--- src/rtl/uart_rom_loader.sv ---
// UART (8N1) program loader for the instruction ROM: header N, then N words.
// Ports: CLK_50/reset in; uart_rx in; rom_address/rom_data/rom_we out;
//   cpu_hold, load_done, frame_error, word_count status out.
module uart_rom_loader #(
   parameter int CLK_FREQ   = 50_000_000,
   parameter int BAUD       = 115200,
   parameter int DATA_WIDTH = 16,
   parameter int ADDR_WIDTH = 12
) (
   input  logic                  CLK_50,
   input  logic                  reset,
   input  logic                  uart_rx,
   output logic [ADDR_WIDTH-1:0] rom_address,
   output logic [DATA_WIDTH-1:0] rom_data,
   output logic                  rom_we,
   output logic                  cpu_hold,
   output logic                  load_done,
   output logic                  frame_error,
   output logic [15:0]           word_count
);

   localparam int BIT_CYCLES = CLK_FREQ / BAUD;
   localparam logic [15:0] BIT_M1  = 16'(BIT_CYCLES - 1);
   localparam logic [15:0] HALF_M1 = 16'(BIT_CYCLES / 2 - 1);
   localparam logic [16:0] DEPTH   = 17'(2 ** ADDR_WIDTH);

   typedef enum logic [2:0] {
      RX_IDLE, RX_START, RX_DATA, RX_STOP, RX_WAIT
   } rx_state_t;

   typedef enum logic [2:0] {
      L_HDR_HI, L_HDR_LO, L_DATA_HI, L_DATA_LO,
      L_WRITE, L_DONE, L_ERROR
   } ld_state_t;

   rx_state_t rx_state, rx_next;
   ld_state_t ld_state, ld_next;

   logic        rx_s1, rx_s2, rx_q;
   logic        rx_fall;
   logic [15:0] cnt, cnt_max;
   logic        cnt_done;
   logic [2:0]  bit_idx;
   logic [7:0]  rx_byte;
   logic        byte_valid, frame_err;

   logic [7:0]  hdr_hi, hi_byte;
   logic [15:0] n_words, widx;
   logic        ovf;

   // rx_q only remembers the previous synced sample for edge detection
   always_ff @(posedge CLK_50 or posedge reset) begin
      if (reset) begin
         rx_s1 <= 1'b1;
         rx_s2 <= 1'b1;
         rx_q  <= 1'b1;
      end else begin
         rx_s1 <= uart_rx;
         rx_s2 <= rx_s1;
         rx_q  <= rx_s2;
      end
   end

   assign rx_fall  = rx_q & ~rx_s2;
   assign cnt_max  = (rx_state == RX_START) ? HALF_M1 : BIT_M1;
   assign cnt_done = (cnt == cnt_max);

   always_comb begin
      rx_next    = rx_state;
      byte_valid = 1'b0;
      frame_err  = 1'b0;
      unique case (rx_state)
         RX_IDLE:  if (rx_fall) rx_next = RX_START;
         RX_START: if (cnt_done)
                      rx_next = rx_s2 ? RX_IDLE : RX_DATA;
         RX_DATA:  if (cnt_done && bit_idx == 3'd7)
                      rx_next = RX_STOP;
         RX_STOP: begin
            if (cnt_done) begin
               byte_valid = rx_s2;
               frame_err  = ~rx_s2;
               rx_next    = rx_s2 ? RX_IDLE : RX_WAIT;
            end
         end
         RX_WAIT:  if (rx_s2) rx_next = RX_IDLE;
         default:  rx_next = RX_IDLE;
      endcase
   end

   always_ff @(posedge CLK_50 or posedge reset) begin
      if (reset) begin
         rx_state <= RX_IDLE;
         cnt      <= '0;
         bit_idx  <= '0;
         rx_byte  <= '0;
      end else begin
         rx_state <= rx_next;
         // counter restarts on every state change and every bit sample
         if (rx_state == RX_IDLE || rx_next != rx_state || cnt_done)
            cnt <= '0;
         else
            cnt <= cnt + 16'd1;
         if (rx_state == RX_START)
            bit_idx <= '0;
         else if (rx_state == RX_DATA && cnt_done) begin
            bit_idx <= bit_idx + 3'd1;
            rx_byte <= {rx_s2, rx_byte[7:1]};
         end
      end
   end

   // words past the ROM depth are consumed but never written
   assign ovf = ({1'b0, widx} >= DEPTH);

   always_comb begin
      ld_next = ld_state;
      if (frame_err)
         ld_next = L_ERROR;
      else begin
         unique case (ld_state)
            L_HDR_HI:  if (byte_valid) ld_next = L_HDR_LO;
            L_HDR_LO:  if (byte_valid)
                          ld_next = ({hdr_hi, rx_byte} == 16'd0)
                                    ? L_DONE : L_DATA_HI;
            L_DATA_HI: if (byte_valid) ld_next = L_DATA_LO;
            L_DATA_LO: if (byte_valid) ld_next = L_WRITE;
            L_WRITE:   ld_next = (widx + 16'd1 == n_words)
                                 ? L_DONE : L_DATA_HI;
            L_DONE:    ld_next = L_DONE;
            L_ERROR:   ld_next = L_ERROR;
            default:   ld_next = L_ERROR;
         endcase
      end
   end

   always_ff @(posedge CLK_50 or posedge reset) begin
      if (reset) begin
         ld_state    <= L_HDR_HI;
         hdr_hi      <= '0;
         hi_byte     <= '0;
         n_words     <= '0;
         widx        <= '0;
         word_count  <= '0;
         rom_address <= '0;
         rom_data    <= '0;
         load_done   <= 1'b0;
      end else begin
         ld_state <= ld_next;
         if (byte_valid) begin
            unique case (ld_state)
               L_HDR_HI:  hdr_hi  <= rx_byte;
               L_HDR_LO:  n_words <= {hdr_hi, rx_byte};
               L_DATA_HI: hi_byte <= rx_byte;
               L_DATA_LO: if (!ovf) begin
                  rom_data    <= DATA_WIDTH'({hi_byte, rx_byte});
                  rom_address <= widx[ADDR_WIDTH-1:0];
               end
               default: ;
            endcase
         end
         if (ld_state == L_WRITE) begin
            widx <= widx + 16'd1;
            if (!ovf)
               word_count <= word_count + 16'd1;
         end
         if (ld_next == L_DONE)
            load_done <= 1'b1;
      end
   end

   assign rom_we      = (ld_state == L_WRITE) && !ovf;
   assign cpu_hold    = (ld_state != L_DONE);
   assign frame_error = (ld_state == L_ERROR);

endmodule

--- config.mk ---
export PLATFORM = sky130hd
export DESIGN_NAME = uart_rom_loader
export DESIGN_NICKNAME = d
export VERILOG_FILES = /design/src/rtl/uart_rom_loader.sv
export SDC_FILE = /design/constraint.sdc
export NUM_CORES = 1
export LEC_CHECK = 0
export CAP_MARGIN = 20
export CORE_MARGIN = 8
export CORE_UTILIZATION = 37
export DETAILED_ROUTE_END_ITERATION = 12
export GPL_TIMING_DRIVEN = 0
export SLEW_MARGIN = 20
export SYNTH_ARGS = -nofsm -noshare
export SYNTH_HDL_FRONTEND = slang
export SYNTH_SLANG_ARGS = --single-unit
--- constraint.sdc ---
create_clock -name CLK_50 -period 4.76 [get_ports CLK_50]
set_clock_uncertainty 0.15 [all_clocks]
set_input_delay 0.714 -clock CLK_50 [delete_from_list [all_inputs] [get_ports CLK_50]]
set_output_delay 0.714 -clock CLK_50 [all_outputs]
set_load 0.01 [all_outputs]
* After elaboration in Yosys (flattened, before gate mapping) *
Cells that the tools add are included.

cells by class
  $add $sub $neg = 4
  order comparisons = 1
  eq/ne operators = 16
  muxes and demuxes = 24
  bitwise logic cells = 4
  reduce and logical (&&, ||, !) cells = 16

operator list
  cell                                                    number
  adder 16 x 1 -> 16 bit (second input constant)          3
  two-way mux 3 bit                                       15
  equality test 3 bit (second input constant)             6
  one-hot mux 3 bit (6 select lines)                      1
  equality test 16 bit                                    1
  equality test 16 x 9 -> 1 bit                           1
  >= comparator 16 x 13 -> 1 bit (second input constant)  1
  logical NOT 16 bit                                      1
  two-way mux 16 bit                                      1
  one-hot mux 3 bit (5 select lines)                      1
  equality test 3 x 2 -> 1 bit (second input constant)    4
  AND reduction 2 bit                                     5
  two-way mux 9 bit                                       1
  equality test 3 x 1 -> 1 bit (second input constant)    2
  logical NOT 3 bit                                       2
  two-way mux 1 bit                                       4
  adder 3 x 1 -> 3 bit (second input constant)            1
  logical AND 1 bit                                       3
  != test 3 bit                                           1
  != test 3 bit (second input constant)                   1
  NOT 1 bit                                               3
  AND reduction 3 bit                                     1
  logical OR 1 bit                                        2
  two-way mux 2 bit                                       1
  3 further kinds                                         3

storage, ports and cells
  flip-flop bits (word level) = 129
  input port bits = 3
  output and inout port bits = 48
  word-level logic and storage cells = 81

* Longest topological paths before layout *
Gate-level depths: netlist of run 1.

  word-level depth = 10
  depth in mapped cells = 8
  mapped depth without buffers = 7

* Least setup slack after synthesis of run 1 *
No wires, ideal clock.

  path type = reg-to-reg
  start point = register rx_state[2]
  end point = register rom_address[0]
  setup time = 0.125 ns
  data arrival time = 2.673 ns
  data required time = 4.485 ns
  slack = 1.813 ns
  cell stages (with the launch flop) = 8
  buffers on the path = 1
  period minus slack after synthesis = 2.947 ns
  path through = dfrtp_1 or3b_1 or4_4 a211oi_2 nand3_1 nor3_4 buf_4 mux2_2

between the ends
  cells in the longest elaborated chain, start to end = 6
  elaborated cells between the ends (all ways) = 7
  those cells by class = 3 x eq/ne; 3 x mux; 1 x reduce/logical

ends and longest elaborated chain
  element                            line  RTL
  start: declaration                 36    rx_state_t rx_state, rx_next;
  start signal: assignment           97    rx_state <= rx_next;
  equality test 3 x 1 -> 1 bit       65    assign cnt_max = (rx_state == RX_START) ? HALF_M1 : BIT_M1;
  two-way mux 9 bit                  65
  equality test 16 x 9 -> 1 bit      66    assign cnt_done = (cnt == cnt_max);
  two-way mux 1 bit                  79    if (cnt_done) begin
  two-way mux 1 bit (*)              72    unique case (rx_state)
  AND reduction 3 bit (no line) (*)  --
  end signal: assignment             156   rom_address <= widx[ADDR_WIDTH-1:0];
  end: declaration                   13    output logic [ADDR_WIDTH-1:0] rom_address,

Every way passes the cells marked *; elsewhere a longest branch is shown, timed or not.
A chain may end at the register's enable or synchronous reset.

* Worst setup path after layout of run 1 *
  start point = register ld_state[0]
  end point = output rom_we

between the ends
  cells in the longest elaborated chain, start to end = 2

ends and longest elaborated chain
  element                   line  RTL
  start: declaration        37    ld_state_t ld_state, ld_next;
  start signal: assignment  148   ld_state <= ld_next;
  equality test 3 bit       171   assign rom_we = (ld_state == L_WRITE) && !ovf;
  logical AND 1 bit         171
  end: declaration          15    output logic rom_we,

No other way between the ends.

==> metrics.md, run 1 <==
| Metric | Value |
|---|---|
| Setup Crit Path Kind | reg -> out |
| Number of enable flip-flop cells after synthesis | 0 |
| Syn-to-layout area delta | 22.13% |
| Startpoint type of the worst setup path | flop |
| Initial cell density of the core | 37.38% |
| Critical Path AT | 2850 ps |
| Routability congestion estimate from global placement | 0.8484 |
| Category of the worst setup path capture point | primary output |
| Number of buffers created by CTS | 17 |
| Mapped Avg Cell Area | 11.91 sq um |
| Maximum number of pins on one net before global-route repair | 74 |
| Total count of max-transition violations in the final report | 0 |
| Number of hold-slack violations in the final timing report | 0 |
| Total global routing track utilization | 13.20% |
| Pwr Density | 327.0 mW/mm^2 |
| Vias in the first global route | 4314 |
| Number of buffers on the longest clock path | 2 |
| Least-Margin Pin Slew | 1105 ps |
| Total DRC errors in the routed layout | 0 |
| Ports | 51 |
| Number of clock sinks seen by CTS | 129 |
| Core Box Area | 0.01635 sq mm |
| Share of post-route cells with drive strength above 1 | 20.64% |
| Final instance area | 0.007463 sq mm |
| Biggest area consumer among synthesized cells | sky130_fd_sc_hd__dfrtp_1 |
| Number of unique standard cell types used by synthesis | 57 |
| Critical path peak fanout | 9 |
| Average wire per standard cell | 15.18 um |
| Critical path data required time | 3900 ps |
| Placement-stage cell area | 0.006919 sq mm |
| Top flip-flop cell by instance count after synthesis | sky130_fd_sc_hd__dfrtp_1 |
| Setup repair after global routing missed its margin | no |
| Result of the run | complete, no violations |
| Syn_nets | 522 |
| Remaining antenna violation count | 0 |
| Slew headroom | 26.14% |
| Die extent in y | 144.5 um |
| Maximum Capacitance Violations | 0 |
| H-tree levels | 4 |
| Final hold slack | 205.7 ps |
| ANT cells | 0 |
| Final critical delay including setup and external delays | 3712 ps |
| Quantity of I/O buffers inserted on ports | 50 |
| Post-synthesis sequential element count | 129 |
| Floorplan die width | 144.5 um |
| Total of fill cells in the finished design | 1538 |
| Reg clk slew, reported paths | 50 ps |
| Routed wire length | 12390 um |
| Synth warn | 0 |
| Overflow after GRT | 0 |
| Finished Layout Cells | 816 |
| Clock insertion delay at the later pin of the skew report | 420 ps |
| Tightest Hold Check Type | reg -> reg |
| Length of the first detailed-routing pass in iterations | 5 |
| Number of hold-repair buffers added at the cts stage | 0 |
| Number of failing setup endpoints in the final timing report | 0 |
| Total power after layout | 2.440 mW |
| Cell Count Post-Placement | 784 |
| Vias after detailed routing | 4096 |
| Number of gates resized after cts | 0 |
| Standard-cell rows | 47 |
| Iter 0 DRT Violations | 196 |
| Achievable frequency | 0.2694 GHz |
| Worst supply voltage drop on vdd | 247.2 uV |
| Number of nets in the layout | 592 |
| TritonCTS clock tree | done |
| Share of synthesized flip-flops with an asynchronous set or reset | 100.0% |
| Clock root buffer | sky130_fd_sc_hd__clkbuf_16 |
| Synthesized netlist cell count | 513 |
| Number of vias per cell after detailed routing | 5.020 |
| Buffers inserted by post-CTS timing repair | 0 |
| HPWL reported at the end of detailed placement | 8902 um |
| Share of the cycle needed by the critical path after routing | 77.98% |
| Die outline area | 0.02088 sq mm |
| First-pass GRT wire length | 21580 um |
| Post-Syn Area | 0.006111 sq mm |
| Number of antenna violations at the first check in global routing | 0 |
| Synth area leaders | sky130_fd_sc_hd__dfrtp_1 52%, sky130_fd_sc_hd__mux2_2 11%, sky130_fd_sc_hd__xnor2_1 4.4%, sky130_fd_sc_hd__xor2_1 4.4%, sky130_fd_sc_hd__mux2_4 2.5% |
| Synth top area share | 51.60% |
| Sequential cell area fraction in the yosys report | 52.89% |
| Leakage power figure | 3.374 nW |
## cell families (layout without fill, tap and decap cells)
kind of cell / count (synthesis) / in the layout / share of synthesized area [%]
AO/OA/AOI/OAI: 41 / 41 / 4.996
AND/OR/NAND/NOR: 170 / 170 / 15.73
flip-flops: 129 / 129 / 52.89
multiplexers: 72 / 72 / 13.82
adder cells (fa/ha/maj): 6 / 6 / 1.228
XOR/XNOR: 62 / 62 / 8.886
buffers and inverters: 33 / 116 / 2.457
## cell type report
class / count / area [sq um] / share of cell area [%]
sequential: 129 / 3232 / 43.30
multi-input combinational: 351 / 2729 / 36.56
timing repair buffer: 51 / 528.0 / 7.075
clock buffer: 21 / 460.4 / 6.169
tap: 220 / 275.3 / 3.688
buffer: 25 / 120.1 / 1.609
clock inverter: 11 / 83.83 / 1.123
inverter: 8 / 35.03 / 0.4694
## metal layers
metal / up-vias / GRT usage [%] / wire, um
met4: 0 / 5.203 / 103
met2: 60 / 20.89 / 6078
li1: 1970 / - / -
met5: - / 0 / 0
met3: 8 / 3.896 / 539
met1: 2058 / 16.62 / 5666
## cell usage after synthesis, types with 5 or more instances
cell type                  instances
sky130_fd_sc_hd__inv_1             8
sky130_fd_sc_hd__clkbuf_1         16
sky130_fd_sc_hd__dfrtp_1         126
sky130_fd_sc_hd__nor2_1           38
sky130_fd_sc_hd__ha_1              6
sky130_fd_sc_hd__nor3b_1           6
sky130_fd_sc_hd__mux2_4           10
sky130_fd_sc_hd__or3_1             7
sky130_fd_sc_hd__nand2b_1          7
sky130_fd_sc_hd__mux2_2           59
sky130_fd_sc_hd__nand4_1          17
sky130_fd_sc_hd__nand3b_1          7
sky130_fd_sc_hd__o21ai_0           9
sky130_fd_sc_hd__nand2_1          24
sky130_fd_sc_hd__xnor2_1          31
sky130_fd_sc_hd__nor4_1            5
sky130_fd_sc_hd__a21oi_1           7
sky130_fd_sc_hd__nand3_1          20
sky130_fd_sc_hd__xor2_1           31
sky130_fd_sc_hd__and3_1            9
sky130_fd_sc_hd__nor3_1            7
## where the power goes
group	switching, mW	internal, mW
combinational	0.0575	0.0425
sequential	0.0401	1.13
clock	0.476	0.695
total	0.574	1.87
## worst max-delay path, cell delays in order, from the launching register on
cell and delay [ps]:
sky130_fd_sc_hd__dfrtp_1 360, sky130_fd_sc_hd__clkbuf_1 220, sky130_fd_sc_hd__or3b_2 490, sky130_fd_sc_hd__clkbuf_1 230, sky130_fd_sc_hd__nor2_1 490, sky130_fd_sc_hd__clkdlybuf4s50_1 640
## cells in the final DEF, fill, tap and decap left out, drive strengths merged, types with 8 or more instances in the layout
| cell type | count |
|---|---|
| inv | 9 |
| xnor2 | 31 |
| clkbuf | 37 |
| clkdlybuf4s50 | 50 |
| and3 | 9 |
| dfrtp | 126 |
| buf | 10 |
| nor3 | 8 |
| nand4 | 17 |
| xor2 | 31 |
| nand2 | 25 |
| nand3 | 20 |
| o21ai | 9 |
| nor2 | 38 |
| mux2 | 69 |
## path summary, 6_finish.rpt
| path | startpoint | endpoint | slack [ps] | cells past startpoint |
|---|---|---|---|---|
| setup / recovery | ld_state[0]$_DFF_PP0_ | rom_we | 1050 | 5 |
| hold / removal | rx_s1$_DFF_PP1_ | rx_s2$_DFF_PP1_ | 210 | 0 |
| setup reg to reg | rx_state[2]$_DFF_PP0_ | rom_data[2]$_DFFE_PP0P_ | 1260 | 7 |
| hold reg to reg | rx_s1$_DFF_PP1_ | rx_s2$_DFF_PP1_ | 210 | 0 |
| max in group asynchronous | reset | rom_address[7]$_DFFE_PP0P_ | 3110 | 3 |
| min in group asynchronous | reset | hi_byte[7]$_DFFE_PP0P_ | 640 | 2 |
## flip-flops by register name, indices dropped and copies added, names as in the netlist, 8 cells and up
| register | cells |
|---|---|
| word_count | 16 |
| hdr_hi | 8 |
| rom_address | 12 |
| rom_data | 16 |
| n_words | 16 |
| hi_byte | 8 |
| rx_byte | 8 |
| widx | 16 |
| cnt | 16 |
## stage by stage
stage                     worst slack, ps  utilization, %  setup TNS [ps]
final                                1048           45.65               0
after global routing                837.3           45.65               0
after CTS                            1005           45.65               0
after detailed placement             1253           42.32               0
after global placement              -1242           42.12         -155050
after floorplan                     460.0               -               0
Note: power is estimated with default switching activity, not from simulation.
==> run 2: changes to the inputs <==
Clock period 4.76 ns to 3.7 ns, I/O delays scaled along.
==> run 2 against run 1 <==
  * Sequential cell count is the same
  * Setup slack worse by 860 ps
  * Largest power group is now clock
  * Final cell count increased by 0.25%
  * Via count increased by 1.5%
  * Register-to-register slack lost 1100 ps
  * Sequential power is 28% higher
  * Clock-buffer cell count down 3
  * Routed wire length up 2.4%
  * Core utilization up 0.62 points
  * Worst hold slack is essentially flat
  * Final area up 1.4%
  * First-iteration DRC count decreased by 4.6%
==> metrics.md, run 2 (synthesis gave the netlist of run 1 again) <==
| Metric | Value |
|---|---|
| Clock insertion delay at the later pin of the skew report | 420 ps |
| Standard-cell rows | 47 |
| Remaining antenna violation count | 0 |
| Startpoint type of the worst setup path | flop |
| Number of nets in the layout | 595 |
| Top library cells by usage in the layout, fill and taps aside | 126 x sky130_fd_sc_hd__dfrtp_1, 59 x sky130_fd_sc_hd__mux2_2, 50 x sky130_fd_sc_hd__clkdlybuf4s50_1 |
| Slew headroom | 25.70% |
| Number of buffers created by CTS | 17 |
| Maximum number of pins on one net before global-route repair | 33 |
| Achievable frequency | 0.2851 GHz |
| Routed wire length | 12690 um |
| Total of fill cells in the finished design | 1529 |
| Crit path buffers/inverters | 0 |
| Number of antenna violations at the first check in global routing | 0 |
| Maximum Capacitance Violations | 0 |
| Number of hold-slack violations in the final timing report | 0 |
| Number of vias per cell after detailed routing | 5.083 |
| Number of gates resized after cts | 0 |
| Quantity of I/O buffers inserted on ports | 50 |
| Worst reg2reg startpoint | widx[0]$_DFFE_PP0P_ |
| Critical Path AT | 3690 ps |
| Overflow after GRT | 0 |
| Worst Reg2Reg Path Length in Cells | 7 |
| Critical path peak fanout | 8 |
| Worst path slowest cell | sky130_fd_sc_hd__a2111oi_0 |
| Average wire per standard cell | 15.51 um |
| Syn-to-layout area delta | 23.79% |
| Reg clk slew, reported paths | 60 ps |
| Total global routing track utilization | 13.33% |
| Number of buffers on the longest clock path | 2 |
| Category of the worst setup path capture point | flop |
| R2R setup slack | 190 ps |
| Final instance area | 0.007565 sq mm |
| Vias after detailed routing | 4158 |
| Result of the run | complete, no violations |
| Ports | 51 |
| Worst hold stages | 0 |
| Placement-stage cell area | 0.006970 sq mm |
| Length of the first detailed-routing pass in iterations | 4 |
| Leakage power figure | 3.418 nW |
| TritonCTS clock tree | done |
| Critical Path, Cell by Cell | ha_1, nand3_1, or3_1, a2111o_1, a2111oi_0, nand4_1, a32oi_1 |
| Final critical delay including setup and external delays | 3507 ps |
| Core Box Area | 0.01635 sq mm |
| Floorplan die width | 144.5 um |
| Number of hold-repair buffers added at the cts stage | 0 |
| Largest delay contributor family on the critical path | compound AO/OA/AOI/OAI gates |
| Tightest Hold Check Type | reg -> reg |
| Clock root buffer | sky130_fd_sc_hd__clkbuf_16 |
| ANT cells | 0 |
| Hold Crit Endpoint | rx_s2$_DFF_PP1_ |
| Critical path data required time | 3880 ps |
| H-tree levels | 4 |
| HPWL reported at the end of detailed placement | 9121 um |
| Share of post-route cells with drive strength above 1 | 21.40% |
| Buffers inserted by post-CTS timing repair | 0 |
| Source of the worst hold timing path | rx_s1$_DFF_PP1_ |
| Routability congestion estimate from global placement | 0.8154 |
| Total count of max-transition violations in the final report | 0 |
| Reg-to-Reg End | load_done$_DFFE_PP0N_ |
| Number of clock sinks seen by CTS | 129 |
| Min setup slack post-route | 192.8 ps |
| Worst supply voltage drop on vdd | 281.9 uV |
| Die extent in y | 144.5 um |
| First-pass GRT wire length | 21720 um |
| Largest stage delay on the critical path | 930 ps |
| Most common cell after layout, fill and taps aside | sky130_fd_sc_hd__dfrtp_1 |
| Pwr Density | 436.7 mW/mm^2 |
| Vias in the first global route | 4285 |
| Number of failing setup endpoints in the final timing report | 0 |
| Initial cell density of the core | 37.38% |
| Setup Crit Path Kind | reg -> reg |
| Least-Margin Pin Slew | 1086 ps |
| Total DRC errors in the routed layout | 0 |
| Setup repair after global routing missed its margin | no |
| Share of the cycle needed by the critical path after routing | 94.79% |
| Iter 0 DRT Violations | 187 |
| Die outline area | 0.02088 sq mm |
| Worst-case setup slack after placement | 199.7 ps |
| Sum Neg Setup Slack | 0 ps |
==> run 2: changes by cell type in the layout (fill, tap and decap cells not counted) <==
cell	before	now
sky130_fd_sc_hd__clkbuf_1	18	16
sky130_fd_sc_hd__clkinv_2	3	1
sky130_fd_sc_hd__nor2_1	38	37
sky130_fd_sc_hd__bufinv_16	0	2
sky130_fd_sc_hd__nor2_2	0	1
sky130_fd_sc_hd__inv_6	1	3
sky130_fd_sc_hd__clkbuf_8	2	1
sky130_fd_sc_hd__buf_16	1	0
sky130_fd_sc_hd__buf_12	0	4
==> run 2: power breakdown <==
group / leakage [nW] / internal (mW) / switching, mW
combinational: 1.36 / 0.0601 / 0.0794
sequential: 1.77 / 1.45 / 0.0500
clock: 0.285 / 1.02 / 0.645
==> run 2: how the worst max path moves through the flow <==
stage / startpoint / to / depth (start not counted) / slack [ps]
2_1_floorplan: rx_state[2]$_DFF_PP0_ / rom_address[0]$_DFFE_PP0P_ / 7 / 750
3_3_place_gp: reset / rom_data[2]$_DFFE_PP0P_ / 2 / 180
3_5_place_dp: rx_state[2]$_DFF_PP0_ / rom_address[3]$_DFFE_PP0P_ / 7 / 200
4_1_cts: ld_state[0]$_DFF_PP0_ / rom_we / 5 / 80
5_1_grt: widx[0]$_DFFE_PP0P_ / load_done$_DFFE_PP0N_ / 7 / 50
6_report: widx[0]$_DFFE_PP0P_ / load_done$_DFFE_PP0N_ / 7 / 190
==> run 2: metrics by stage <==
step                instances  power [mW]  hold WS (ps)  utilization [%]
floorplan                 513       1.620         195.2                -
global placement          783       1.653         196.7            42.15
CTS                       818       3.354         206.3            46.26
finish                    818       3.304         205.6            46.27
global route              818       3.437         213.7            46.27
detailed placement        787       1.668         197.9            42.64
==> run 2: area by class of cell <==
class	instances	area [sq um]	share of cell area (%)
sequential	129	3232	42.72
inverter	8	33.78	0.4466
timing repair buffer	54	580.6	7.674
multi-input combinational	351	2731	36.11
clock inverter	13	152.6	2.018
buffer	25	120.1	1.588
tap	220	275.3	3.639
clock buffer	18	439.2	5.805
==> run 2: metal layers <==
layer / track usage (%) / routed length, um / share of wire (%) / vias up
met4: 5.367 / 250 / 2.0 / 0
met2: 20.87 / 5988 / 47 / 69
met5: 0 / 0 / 0 / -
met1: 16.67 / 5877 / 46 / 2076
met3: 4.358 / 573 / 4.5 / 26
li1: - / - / - / 1987
==> run 3: changes to the inputs <==
Settings changed: SKIP_CTS_REPAIR_TIMING set to 1.
==> results of run 3 <==
No change in the layout: final DEF, timing and power equal those of run 2.
